## config.mk

```make
export PLATFORM = sky130hd
export DESIGN_NAME = fact_mult_core
export DESIGN_NICKNAME = d
export VERILOG_FILES = /design/src/rtl/fact_pkg.sv /design/src/rtl/fact_mul_serial.sv /design/src/rtl/fact_mult_core.sv
export SDC_FILE = /design/constraint.sdc
export NUM_CORES = 2
export LEC_CHECK = 0
export ABC_AREA = 1
export CAP_MARGIN = 20
export CORE_MARGIN = 1
export CORE_UTILIZATION = 42
export DETAILED_ROUTE_END_ITERATION = 16
export RECOVER_POWER = 50
export SYNTH_ARGS = -nofsm -noshare
export SYNTH_HDL_FRONTEND = slang
export SYNTH_HIERARCHICAL = 1
export SYNTH_SLANG_ARGS = --single-unit
export TNS_END_PERCENT = 20
```

## constraint.sdc

```tcl
create_clock -name clk -period 7.12 [get_ports clk]
set_input_delay 1.068 -clock clk [delete_from_list [all_inputs] [get_ports clk]]
set_output_delay 1.068 -clock clk [all_outputs]
set_load 0.1 [all_outputs]
```

## src/rtl/fact_pkg.sv

```systemverilog
// Shared constants for the factorial datapath: widths and the controller's
// three-state encoding.
package fact_pkg;

    localparam int unsigned OPERAND_W = 64;
    localparam int unsigned RESULT_W  = 128;
    localparam int unsigned BITCNT_W  = 6;

    localparam logic [1:0] ST_INIT = 2'b00;
    localparam logic [1:0] ST_MULT = 2'b01;
    localparam logic [1:0] ST_DONE = 2'b10;

endpackage

```

## src/rtl/fact_mul_serial.sv

```systemverilog
// 128x64 LSB-first shift-add multiplier: one multiplier bit per step cycle,
// product available on acc_next_c_o in the cycle step_done_c_o is high.
module fact_mul_serial
    import fact_pkg::*;
(
    input  logic                 clk,
    input  logic                 reset_n,
    input  logic                 clear_i,
    input  logic                 arm_i,
    input  logic                 step_i,
    input  logic [RESULT_W-1:0]  mcand_i,
    input  logic [OPERAND_W-1:0] mplier_i,
    output logic [RESULT_W-1:0]  acc_next_c_o,
    output logic                 step_done_c_o
);

    logic [RESULT_W-1:0]  acc_q,    acc_d;
    logic [RESULT_W-1:0]  mcand_q,  mcand_d;
    logic [OPERAND_W-1:0] mplier_q, mplier_d;
    logic [BITCNT_W-1:0]  bitcnt_q, bitcnt_d;

    assign acc_next_c_o  = acc_q + (mplier_q[0] ? mcand_q : '0);
    assign step_done_c_o = step_i && (bitcnt_q == BITCNT_W'(OPERAND_W - 1));

    // Clear beats arm, arm beats step so a re-arm can replace the final step.
    always_comb begin
        acc_d    = acc_q;
        mcand_d  = mcand_q;
        mplier_d = mplier_q;
        bitcnt_d = bitcnt_q;
        if (clear_i) begin
            acc_d    = '0;
            mcand_d  = '0;
            mplier_d = '0;
            bitcnt_d = '0;
        end else if (arm_i) begin
            acc_d    = '0;
            mcand_d  = mcand_i;
            mplier_d = mplier_i;
            bitcnt_d = '0;
        end else if (step_i) begin
            acc_d    = acc_next_c_o;
            mcand_d  = mcand_q << 1;
            mplier_d = mplier_q >> 1;
            bitcnt_d = bitcnt_q + BITCNT_W'(1);
        end
    end

    always_ff @(posedge clk) begin
        if (!reset_n) begin
            acc_q    <= '0;
            mcand_q  <= '0;
            mplier_q <= '0;
            bitcnt_q <= '0;
        end else begin
            acc_q    <= acc_d;
            mcand_q  <= mcand_d;
            mplier_q <= mplier_d;
            bitcnt_q <= bitcnt_d;
        end
    end

endmodule

```

## src/rtl/fact_mult_core.sv

```systemverilog
// Factorial datapath: INIT/MULT/DONE sequencer, factor down-counter and result
// register around a serial multiplier. N! is kept modulo 2^128.
module fact_mult_core
    import fact_pkg::*;
(
    input  logic                 clk,
    input  logic                 reset_n,
    input  logic                 op_start,
    input  logic                 op_clear,
    input  logic [OPERAND_W-1:0] operand,
    output logic [RESULT_W-1:0]  result,
    output logic                 op_done,
    output logic [1:0]           state
);

    logic [1:0]           state_q,  state_d;
    logic [RESULT_W-1:0]  result_q, result_d;
    logic [OPERAND_W-1:0] factor_q, factor_d;
    logic                 op_done_q, op_done_d;

    logic                 clr_c, arm_c, step_c;
    logic [RESULT_W-1:0]  arm_mcand_c;
    logic [OPERAND_W-1:0] arm_mplier_c;
    logic [RESULT_W-1:0]  acc_next_c;
    logic                 step_done_c;
    logic [OPERAND_W-1:0] factor_dec_c;
    logic                 last_step_c;

    assign factor_dec_c = factor_q - OPERAND_W'(1);
    assign last_step_c  = factor_dec_c < OPERAND_W'(2);

    fact_mul_serial u_mul (
        .clk           (clk),
        .reset_n       (reset_n),
        .clear_i       (clr_c),
        .arm_i         (arm_c),
        .step_i        (step_c),
        .mcand_i       (arm_mcand_c),
        .mplier_i      (arm_mplier_c),
        .acc_next_c_o  (acc_next_c),
        .step_done_c_o (step_done_c)
    );

    always_ff @(posedge clk) begin
        if (!reset_n) state_q <= ST_INIT;
        else          state_q <= state_d;
    end

    always_comb begin
        state_d = state_q;
        if (op_clear) begin
            state_d = ST_INIT;
        end else begin
            case (state_q)
                ST_INIT: if (op_start) state_d = (operand <= OPERAND_W'(2)) ? ST_DONE : ST_MULT;
                ST_MULT: if (step_done_c && last_step_c) state_d = ST_DONE;
                ST_DONE: state_d = ST_DONE;
                default: state_d = ST_INIT;
            endcase
        end
    end

    // op_done trails entry into DONE by one edge; clear drops it immediately.
    always_comb begin
        result_d     = result_q;
        factor_d     = factor_q;
        op_done_d    = (state_q == ST_DONE);
        clr_c        = 1'b0;
        arm_c        = 1'b0;
        step_c       = 1'b0;
        arm_mcand_c  = '0;
        arm_mplier_c = '0;
        if (op_clear || state_q == 2'b11) begin
            result_d  = '0;
            factor_d  = '0;
            op_done_d = 1'b0;
            clr_c     = 1'b1;
        end else begin
            case (state_q)
                ST_INIT: begin
                    if (op_start) begin
                        result_d = (operand < OPERAND_W'(2)) ? RESULT_W'(1) : RESULT_W'(operand);
                        if (operand > OPERAND_W'(2)) begin
                            factor_d     = operand - OPERAND_W'(1);
                            arm_c        = 1'b1;
                            arm_mcand_c  = RESULT_W'(operand);
                            arm_mplier_c = operand - OPERAND_W'(1);
                        end
                    end
                end
                ST_MULT: begin
                    step_c = 1'b1;
                    if (step_done_c) begin
                        result_d = acc_next_c;
                        factor_d = factor_dec_c;
                        if (!last_step_c) begin
                            arm_c        = 1'b1;
                            arm_mcand_c  = acc_next_c;
                            arm_mplier_c = factor_dec_c;
                        end
                    end
                end
                default: ;
            endcase
        end
    end

    always_ff @(posedge clk) begin
        if (!reset_n) begin
            result_q  <= '0;
            factor_q  <= '0;
            op_done_q <= 1'b0;
        end else begin
            result_q  <= result_d;
            factor_q  <= factor_d;
            op_done_q <= op_done_d;
        end
    end

    assign result  = result_q;
    assign op_done = op_done_q;
    assign state   = state_q;

endmodule

```

==> results.yml <==
run_status:
  status: "complete, but fails checks"
  violations: "capacitance limit, slew limit"
clock_tree:
  cts_tree: "done"
  cts.sinks: 521
  clk_latency_ns: 0.66
  post_cts_buffers: 0
  cts_hold_buf: 0
  cts-root-buf: "clkbuf_16"
  cts_buffers: 69
  cts_resized: 0
  cts_buffer_depth: 3
  htree_levels: 3
  clk_pin_slew_worst_paths_ns: 0.06
route:
  drt-pass1-iter-count: 7
  wl_per_cell_um: 21.41
  routed_wl_mm: 201.6
  drc_errors: 0
  vias_per_cell: 5.223
  ant_nets: 0
  drt_iter0_drc: 5222
  dr_total_vias: 49179
timing:
  max_freq_mhz: 172.1
  hold_ws_ns: 0.4753
  tns_ns: 0
  slew_viol_final: 94
  finalCritPeriodShare: 0.8161
  setup_viol: 0
  rsz0062_at_grt: "false"
  skew_ns: 0.02308
  fin_crit_ns: 5.811
  finalHoldViolations: 0
  max_slew.worst_pin.slew_ns: 1.755
  maxSlewHeadroom: -0.1700
global_routing:
  grt_pass1_wl_mm: 294.7
  grt_max_degree: 190
  grt.busiest_layer: "met2"
  grt_pass1_vias: 45256
  grtUsageMet2: 0.6035
  overflow: 0
  grt_usage: 0.3707
  met3_usage: 0.05429
  antenna_found_initial: 4
  use_met1: 0.4611
yosys:
  synth.avg_cell_area_um2: 5.473
  yosys_warnings: 6
  ys.flop_type: "dfxtp_1"
  ys_seq_elements: 521
  synth_edf_count: 0
  synth_nets: 8188
  yosysTopAreaCell: "dfxtp_1"
  synth_area_leaders: "dfxtp_1 (24%), nand2_1 (23%), inv_1 (14%)"
  synth_cells: 7983
  synth_top_area_frac: 0.2387
  synth_area_um2: 43690
  yosysSeqAreaShare: 0.2387
  ys_async_sr_fraction: 0
  synth_cell_types: 51
worst_setup_path:
  r2r_setup_slack_ns: 1.31
  worst-path-max-fanout: 66
  max_stage_delay_ns: 0.70
  cp-endpoint: "u_mul/mcand_q[94]$_SDFFE_PP0P_"
  critical_path_class: "reg2reg"
  path_cells: "inv_1, ha_1, inv_1, nor2_1, nand2_1, nor2_1, nand2_1, xor2_1, nand2_1, nor2_1, nand2_1, nor2_1, nand3_1, nand3_1, a21oi_1, nor2_1, inv_4, buf_4, o21ai_0, o21ai_0, inv_1"
  cp_slowest_cell: "inv_4"
  crit_required_ns: 7.67
  r2r_cells: 21
  worstSetupStartpointType: "flip-flop"
  cp-startpoint: "factor_q[0]$_SDFFE_PP0P_"
  r2r_start: "factor_q[0]$_SDFFE_PP0P_"
  cpMostUsedCell: "nor2_1"
  setup.worst_path.end_class: "flip-flop"
  regToRegEndpoint: "u_mul/mcand_q[94]$_SDFFE_PP0P_"
  cp.arrival_ns: 6.36
die:
  die_x_um: 324.5
  core_um2: 102500
  io_pins: 199
  fp.dieArea_um2: 105300
  num_rows: 117
  start_util: 0.4264
  die_h_um: 324.5
finish:
  layout-drive-gt1-share: 0.03517
  syn2layout_area_growth_pct: 12.33
  stdcell_area_um2: 49080
  final_cells: 9416
  fin_nets: 8196
  layout_common_cells: "nand2_1 (2687), inv_1 (1576), nor2_1 (978)"
  final_common_cell: "nand2_1"
power:
  power.total_w: 0.009280
  peakVddDrop_mv: 0.1642
  p_leak_nw: 26.86
  cellPowerDensity_nw_per_um2: 189.1
placed_design:
  placed_area_um2: 46700
  portBuffers: 198
  hpwl_mm: 158.5
  dp.cells: 9288
  place.gp.congestion: 1.068
run:
  max-cap-violations: 2
worst_hold_path:
  holdCritPathClass: "reg2reg"
  holdCritStartpoint: "u_mul/bitcnt_q[5]$_SDFFE_PP0P_"
cell usage after synthesis, types with 3 or more instances:
library cell and n:
a211oi_1 34, a21oi_1 410, a22oi_1 67, a32oi_1 7
and2_1 8, buf_1 24, buf_2 26, buf_6 6
clkbuf_1 252, dfxtp_1 521, ha_1 136, inv_1 1580
inv_2 15, nand2_1 2688, nand2_2 19, nand3_1 273
nand3_2 12, nand3b_1 9, nand4_1 99, nor2_1 978
nor2_2 32, nor2_4 7, nor3_1 100, nor3_2 17
nor3b_1 3, nor4_1 5, o211ai_1 41, o21a_1 16
o21ai_0 328, o21ai_1 19, o21bai_1 11, o221ai_1 71
or2_0 5, or2_1 12, or2_2 5, xnor2_1 31
xor2_1 97, xor2_2 3
metrics by stage:
step | util | setup slack [ns]
finish | 0.4790 | 1.309
global route | 0.4789 | 0.9695
CTS | 0.4800 | 2.086
detailed placement | 0.4557 | 1.438
global placement | 0.4555 | 1.461
floorplan | - | 1.986
area by class of cell:
type | instances | area, µm²
Clock buffer | 94 | 1963
Clock inverter | 33 | 518.0
Fill cell | 11424 | 53390
Multi-Input combinational cell | 5558 | 26080
Sequential cell | 521 | 10430
Antenna cell | 1 | 2.502
Timing Repair Buffer | 246 | 2379
Tap cell | 1368 | 1712
Inverter | 1595 | 5998
kinds of logic after synthesis:
| logic type | Yosys count | synth area share |
|---|---|---|
| buffers and inverters | 1904 | 0.1654 |
| adder cells (fa/ha/maj) | 137 | 0.03940 |
| XOR/XNOR | 131 | 0.02677 |
| AND/OR/NAND/NOR | 4279 | 0.3971 |
| AO/OA/AOI/OAI | 1011 | 0.1326 |
| flip-flops | 521 | 0.2387 |
power breakdown:
part           internal, W  switching, W
sequential         0.00302      0.000101
combinational     0.000499       0.00178
clock              0.00233       0.00156
per-layer routing:
layer / wire (µm) / up-vias
li1: - / 24374
met1: 83040 / 22393
met2: 90740 / 1992
met5: 11 / -
met3: 14150 / 418
met4: 13660 / 2
worst min-delay path by stage:
stage	to	slack (ns)	cells past startpoint
4_1_cts	u_mul/bitcnt_q[5]$_SDFFE_PP0P_	0.47	2
3_3_place_gp	u_mul/bitcnt_q[5]$_SDFFE_PP0P_	0.45	2
5_1_grt	u_mul/bitcnt_q[5]$_SDFFE_PP0P_	0.49	2
2_1_floorplan	u_mul/bitcnt_q[5]$_SDFFE_PP0P_	0.44	2
6_report	u_mul/bitcnt_q[5]$_SDFFE_PP0P_	0.48	2
3_5_place_dp	u_mul/bitcnt_q[5]$_SDFFE_PP0P_	0.46	2
worst max-delay path: cells and delay by family (launching register included):
kind	cells	cell delay, ns
and+or+nand+nor	11	2.05
xor gates and xnor gates	1	0.23
DFF	1	0.36
adders and majority gates	1	0.28
buffers and inverters	5	1.71
AOI/OAI and AO/OA	3	0.95
flip-flops by register name (all words and copies together), names as in the netlist:
name,flops
u_mul/acc_q,128
op_done,1
state,2
result,128
u_mul/bitcnt_q,6
factor_q,64
u_mul/mcand_q,128
u_mul/mplier_q,64
No activity file was read; power rests on OpenSTA's default activity.
